### config.mk
export PLATFORM = sky130hd
export DESIGN_NAME = key_matrix_scan_flat
export DESIGN_NICKNAME = d
export VERILOG_FILES = /design/src/rtl/key_matrix_scan_if.sv /design/src/rtl/key_matrix_scan.sv /design/src/flat_wrapper.sv
export SDC_FILE = /design/constraint.sdc
export NUM_CORES = 1
export LEC_CHECK = 0
export ABC_AREA = 0
export CORE_UTILIZATION = 50
export CTS_CLUSTER_SIZE = 40
export DETAILED_ROUTE_END_ITERATION = 12
export GPL_TIMING_DRIVEN = 0
export HOLD_SLACK_MARGIN = 0.03
export PLACE_DENSITY = 0.68
export SLEW_MARGIN = 20
export SYNTH_ARGS = -nofsm -noshare
export SYNTH_HDL_FRONTEND = slang
export SYNTH_SLANG_ARGS = --single-unit
### constraint.sdc
create_clock -name clk -period 4.05 [get_ports clk]
set_clock_uncertainty 0.05 [all_clocks]
set_input_delay 0.81 -clock clk [delete_from_list [all_inputs] [get_ports clk]]
set_output_delay 0.81 -clock clk [all_outputs]
set_load 0.005 [all_outputs]
### src/rtl/key_matrix_scan_if.sv
// Keypad pin and event bundle for key_matrix_scan.
// master: the scanner (drives rows and key events, senses columns).
// slave:  the keypad/consumer side (senses rows and events, drives columns).
interface key_matrix_scan_if #(
  parameter int ROWS   = 4,
  parameter int COLS   = 4,
  parameter int CODE_W = 4
);
  logic [ROWS-1:0]      row_out;
  logic [COLS-1:0]      col_in;
  logic [ROWS*COLS-1:0] key_state;
  logic                 key_press;
  logic                 key_release;
  logic [CODE_W-1:0]    key_code;

  modport master (
    output row_out, key_state, key_press, key_release, key_code,
    input  col_in
  );

  modport slave (
    input  row_out, key_state, key_press, key_release, key_code,
    output col_in
  );
endinterface

### src/rtl/key_matrix_scan.sv
// key_matrix_scan: row-strobed 4x4 keypad scanner with whole-frame debouncing.
// Each row is driven low for SCAN_DIV cycles; its columns are snapshotted at the
// end of the slot. After the last row one EVAL cycle compares the frame snapshot
// with the previous one; DEB_CNT+1 identical frames commit a new key_state and
// emit one press/release pulse for the lowest changed key.
// Optional build macro KEY_GHOST_REJECT_EN: frames with more than two pressed
// keys are treated as mismatches and never committed.
module key_matrix_scan #(
  parameter int ROWS     = 4,
  parameter int COLS     = 4,
  parameter int CODE_W   = 4,
  parameter int SCAN_DIV = 100000,
  parameter int DEB_CNT  = 10
) (
  input  logic              clk,
  input  logic              rst_n,
  key_matrix_scan_if.master kbd
);
  localparam int KEYS  = ROWS * COLS;
  localparam int ROW_W = (ROWS > 1) ? $clog2(ROWS) : 1;
  localparam int DIV_W = (SCAN_DIV > 1) ? $clog2(SCAN_DIV) : 1;
  localparam int STB_W = (DEB_CNT > 0) ? $clog2(DEB_CNT + 1) : 1;

  localparam logic [ROW_W-1:0] LAST_ROW = ROW_W'(ROWS - 1);
  localparam logic [DIV_W-1:0] LAST_DIV = DIV_W'(SCAN_DIV - 1);
  localparam logic [STB_W-1:0] STB_MAX  = STB_W'(DEB_CNT);

  typedef enum logic {DRIVE, EVAL} state_t;

  state_t              state_reg;
  logic [ROW_W-1:0]    row_reg;
  logic [DIV_W-1:0]    div_reg;
  logic [STB_W-1:0]    stable_reg;
  logic [KEYS-1:0]     snap_reg;
  logic [KEYS-1:0]     ref_reg;
  logic [KEYS-1:0]     key_state_reg;
  logic [ROWS-1:0]     row_out_reg;
  logic                key_press_reg;
  logic                key_release_reg;
  logic [CODE_W-1:0]   key_code_reg;
  logic [COLS-1:0]     col_meta_reg;
  logic [COLS-1:0]     col_sync_reg;

  logic [ROWS-1:0]     row_cold;
  logic [ROWS-1:0]     next_row_cold;
  logic                ghost;
  logic                frame_match;
  logic [STB_W-1:0]    stable_next;
  logic [KEYS-1:0]     ref_next;
  logic [KEYS-1:0]     diff;
  logic                commit;
  logic [CODE_W-1:0]   first_code;
  logic                first_rise;

  // Two-flop synchroniser for the asynchronous, active-low column lines.
  always_ff @(posedge clk or negedge rst_n) begin
    if (!rst_n) begin
      col_meta_reg <= '1;
      col_sync_reg <= '1;
    end else begin
      col_meta_reg <= kbd.col_in;
      col_sync_reg <= col_meta_reg;
    end
  end

  // One-cold row patterns for the current row and the row that follows it.
  for (genvar gi = 0; gi < ROWS; gi++) begin : g_row
    assign row_cold[gi]      = (row_reg != ROW_W'(gi));
    assign next_row_cold[gi] = ((row_reg + ROW_W'(1)) != ROW_W'(gi));
  end

`ifdef KEY_GHOST_REJECT_EN
  localparam int CNT_W = $clog2(KEYS + 1);
  logic [CNT_W-1:0] pressed_cnt;

  // Count pressed keys in the frame; three or more may include phantom keys.
  always_comb begin
    pressed_cnt = '0;
    for (int i = 0; i < KEYS; i++) begin
      pressed_cnt = pressed_cnt + CNT_W'(snap_reg[i]);
    end
  end
  assign ghost = (pressed_cnt > CNT_W'(2));
`else
  assign ghost = 1'b0;
`endif

  assign frame_match = (snap_reg == ref_reg) && !ghost;

  // Debounce update: count identical frames, or restart on any difference.
  // A rejected (ghost) frame restarts the count but keeps the old reference.
  always_comb begin
    stable_next = '0;
    ref_next    = ref_reg;
    if (frame_match) begin
      stable_next = (stable_reg == STB_MAX) ? stable_reg : stable_reg + STB_W'(1);
    end else if (!ghost) begin
      ref_next = snap_reg;
    end
  end

  assign diff   = ref_next ^ key_state_reg;
  assign commit = (stable_next == STB_MAX) && (ref_next != key_state_reg);

  // Lowest changed key index and its new level; descending scan so the lowest wins.
  always_comb begin
    first_code = '0;
    first_rise = 1'b0;
    for (int i = KEYS - 1; i >= 0; i--) begin
      if (diff[i]) begin
        first_code = CODE_W'(i);
        first_rise = ref_next[i];
      end
    end
  end

  // Scan FSM: strobe rows, snapshot columns, evaluate and commit once per frame.
  always_ff @(posedge clk or negedge rst_n) begin
    if (!rst_n) begin
      state_reg       <= DRIVE;
      row_reg         <= '0;
      div_reg         <= '0;
      stable_reg      <= '0;
      snap_reg        <= '0;
      ref_reg         <= '0;
      key_state_reg   <= '0;
      row_out_reg     <= '1;
      key_press_reg   <= 1'b0;
      key_release_reg <= 1'b0;
      key_code_reg    <= '0;
    end else begin
      key_press_reg   <= 1'b0;
      key_release_reg <= 1'b0;
      case (state_reg)
        DRIVE: begin
          row_out_reg <= row_cold;
          if (div_reg == LAST_DIV) begin
            snap_reg[int'(row_reg)*COLS +: COLS] <= ~col_sync_reg;
            div_reg <= '0;
            if (row_reg == LAST_ROW) begin
              state_reg   <= EVAL;
              row_out_reg <= '1;
            end else begin
              row_reg     <= row_reg + ROW_W'(1);
              row_out_reg <= next_row_cold;
            end
          end else begin
            div_reg <= div_reg + DIV_W'(1);
          end
        end
        EVAL: begin
          stable_reg  <= stable_next;
          ref_reg     <= ref_next;
          row_reg     <= '0;
          div_reg     <= '0;
          row_out_reg <= ~ROWS'(1);
          state_reg   <= DRIVE;
          if (commit) begin
            key_state_reg   <= ref_next;
            key_code_reg    <= first_code;
            key_press_reg   <= first_rise;
            key_release_reg <= !first_rise;
          end
        end
        default: state_reg <= DRIVE;
      endcase
    end
  end

  assign kbd.row_out     = row_out_reg;
  assign kbd.key_state   = key_state_reg;
  assign kbd.key_press   = key_press_reg;
  assign kbd.key_release = key_release_reg;
  assign kbd.key_code    = key_code_reg;

endmodule
### src/flat_wrapper.sv
// flat-port wrapper written by rule: the top's interface ports become plain ports
module key_matrix_scan_flat 
#(
  parameter int ROWS     = 4,
  parameter int COLS     = 4,
  parameter int CODE_W   = 4,
  parameter int SCAN_DIV = 100000,
  parameter int DEB_CNT  = 10
)
  (clk, rst_n, kbd_row_out, kbd_key_state, kbd_key_press, kbd_key_release, kbd_key_code, kbd_col_in);
  key_matrix_scan_if #(.ROWS(ROWS), .COLS(COLS), .CODE_W(CODE_W)) kbd_i ();
  input  logic clk;
  input  logic rst_n;
  output wire logic [$bits(kbd_i.row_out)-1:0] kbd_row_out;
  output wire logic [$bits(kbd_i.key_state)-1:0] kbd_key_state;
  output wire logic [$bits(kbd_i.key_press)-1:0] kbd_key_press;
  output wire logic [$bits(kbd_i.key_release)-1:0] kbd_key_release;
  output wire logic [$bits(kbd_i.key_code)-1:0] kbd_key_code;
  input wire logic [$bits(kbd_i.col_in)-1:0] kbd_col_in;
  assign kbd_row_out = kbd_i.row_out;
  assign kbd_key_state = kbd_i.key_state;
  assign kbd_key_press = kbd_i.key_press;
  assign kbd_key_release = kbd_i.key_release;
  assign kbd_key_code = kbd_i.key_code;
  assign kbd_i.col_in = kbd_col_in;
  key_matrix_scan #(.ROWS(ROWS), .COLS(COLS), .CODE_W(CODE_W), .SCAN_DIV(SCAN_DIV), .DEB_CNT(DEB_CNT)) u_core (.clk(clk), .rst_n(rst_n), .kbd(kbd_i));
endmodule
==> flow_summary.ini <==
[run_status]
status = finished, final reports clean

[detailed_routing]
vias = 3241
wl_met3_um = 269
m1WireLength_mm = 4.37
maxUsedRoutingLayer = met4
vias_per_cell = 5.57
totalWireLength_mm = 8.95
drt_iter0_drc = 145
firstDrtPassIters = 4
wl_met2_mm = 4.03
postRouteAntennaNets = 0
drc = 0
wl_per_cell_um = 15.4

[placed_design]
place.gp.congestion = 0.939
dpl_cell_area_mm2 = 0.00497
dp.cells = 566
dp_hpwl_mm = 6.56
numPortBuffers = 31
dp_slack_ns = 1.11

[sta]
layout_setup_ws_ns = 1.14
tightest_slew_ns = 0.604
fin_tns_setup_ns = 0
fmax_mhz = 344
slew_viol_final = 0
fin_crit_sh_pct = 71.8
setup_viol = 0
hold_viol = 0
grt_setup_unrepaired = false
min_period_ns = 2.91
max_slew_margin_pct = 59.7
hold_slack_ns = 0.311

[synthesis]
synth_seq_cells = 90
async_reset_ff_share_pct = 100
synthCells = 426
syn_nets = 441
ys_seq_area_share_pct = 50.4
ys.flop_type = dfrtp_1
ys_warn_count = 0
postSynthAreaPerCell_um2 = 10.6
yosysTopAreaCellShare_pct = 43.4
synth_largest_area_cell = dfrtp_1
synthDistinctLibCells = 48
synth-edff-count = 0
synth.top_cells.by_area = dfrtp_1, dfstp_2, mux2_2, xor2_1, xnor2_1
synth_area_mm2 = 0.00450

[die]
dieArea_mm2 = 0.00939
dieHeight_um = 96.9
num_rows = 34
pin_count = 32
core_area_mm2 = 0.00872
fp.dieW_um = 96.9
start_util_pct = 51.6

[layout]
final_cell_mix = dfrtp_1, nand2_1, clkdlybuf4s50_1
largest_reg_flops = 17
area_delta_synth_final_pct = 14.8
n_fill_cell = 737
drive_gt1_share_pct = 13.7
num-nets-final = 484
fin_cells = 582
design_area_mm2 = 0.00517
antenna_cells = 0
multiInputGateArea_mm2 = 0.00207
seq_area_mm2 = 0.00227
finish.utilization_pct = 59.2
final_common_cell = dfrtp_1

[grt]
grt.total_usage_pct = 20.8
grt_pass1_wl_mm = 15.6
antenna_found_initial = 0
overflow = 0
grt_pass1_vias = 3209
grt_max_degree = 58

[worst_setup_path]
cp_slowest_cell = a2111oi_4
worstSetupPathType = reg2reg
critPathCaptureType = flop
crit_chain = clkbuf_1 > xor2_1 > nor4_1 > nand4_1 > a2111oi_4 > buf_6 > mux2_1
slowest_delay_ns = 0.69
r2r_slack_ns = 1.14
worstPathArrival_ns = 3.11
worstPathRequired_ns = 4.25
worstSetupStartpointType = flop
crit_fanout = 10

[clocking]
cts.sinks = 90
clockBufferDepth = 2
tritoncts = yes
numCtsBuffers = 9
post_cts.repair.setup_buffers = 0
root_buffer = clkbuf_8
ctsResizeCount = 0
path_clk_slew_ns = 0.10
hold_buffers = 0
clk_latency_ns = 0.36
htreeDepth = 3

[power_and_ir_drop]
p_per_area_mw_per_mm2 = 297
peakVddDrop_v = 0.000165
leakage_nw = 2.35
totalPowerFinal_mw = 1.53

[run]
cap_viol_max_count = 0

[worst_hold_path]
hp-class = reg2reg
worst paths after layout:
| check | end | from | cells after the start |
|---|---|---|---|
| worst max-delay path | u_core.kbd.key_state[10] | u_core.snap_reg[13] | 7 |
| worst min-delay path | u_core.col_sync_reg[1] | u_core.col_meta_reg[1] | 0 |
| worst max register to register | u_core.kbd.key_state[10] | u_core.snap_reg[13] | 7 |
| worst min register to register | u_core.col_sync_reg[1] | u_core.col_meta_reg[1] | 0 |
| max in group asynchronous | u_core.kbd.row_out[1] | rst_n | 2 |
| min in group asynchronous | u_core.kbd.key_state[14] | rst_n | 1 |
cells in the mapped netlist, drive strengths merged (9+ instances only):
library cell  count
dfrtp            78
nand2            43
xor2             27
mux2             24
nor2             23
inv              20
o21ai            20
o31ai            20
xnor2            19
dfstp            12
clkbuf           10
nand2b           10
buf               9
ha                9
nand3             9
critical path: cells and delay by family, from the launching register on:
kind	cells	cell delay (ns)
simple gates	2	0.75
compound gates	1	0.69
buf+inv	2	0.51
xor+xnor	1	0.15
flops	1	0.33
mux	1	0.32
routing by layer:
layer / track usage, % / vias to the layer above
met4: 9.53 / 0
met5: 0 / -
met3: 2.67 / 22
met2: 32.2 / 70
met1: 29.1 / 1575
li1: - / 1574
cell families after synthesis:
family,after synthesis,share of synthesized area (%)
simple gates,140,15.8
compound gates,73,11.6
fa+ha+maj,13,3.39
xor+xnor,46,8.95
flops,90,50.4
mux,25,6.23
buf+inv,39,3.61
where the power goes:
group          leakage (nW)  internal [mW]  switching, mW
logic                  1.06        0.00672         0.0177
registers              1.20          0.906        0.00335
clock network        0.0951          0.239          0.360
total                  2.35           1.15          0.381
final cells by class:
cell class / count / area share (%)
buffer: 19 / 1.70
clock buffer: 9 / 2.40
clock inverter: 7 / 1.36
inverter: 20 / 1.45
multi-input combinational: 297 / 40.1
sequential: 90 / 43.9
tap: 108 / 2.62
timing repair buffer: 32 / 6.49
Note: power is estimated with default switching activity, not from simulation.
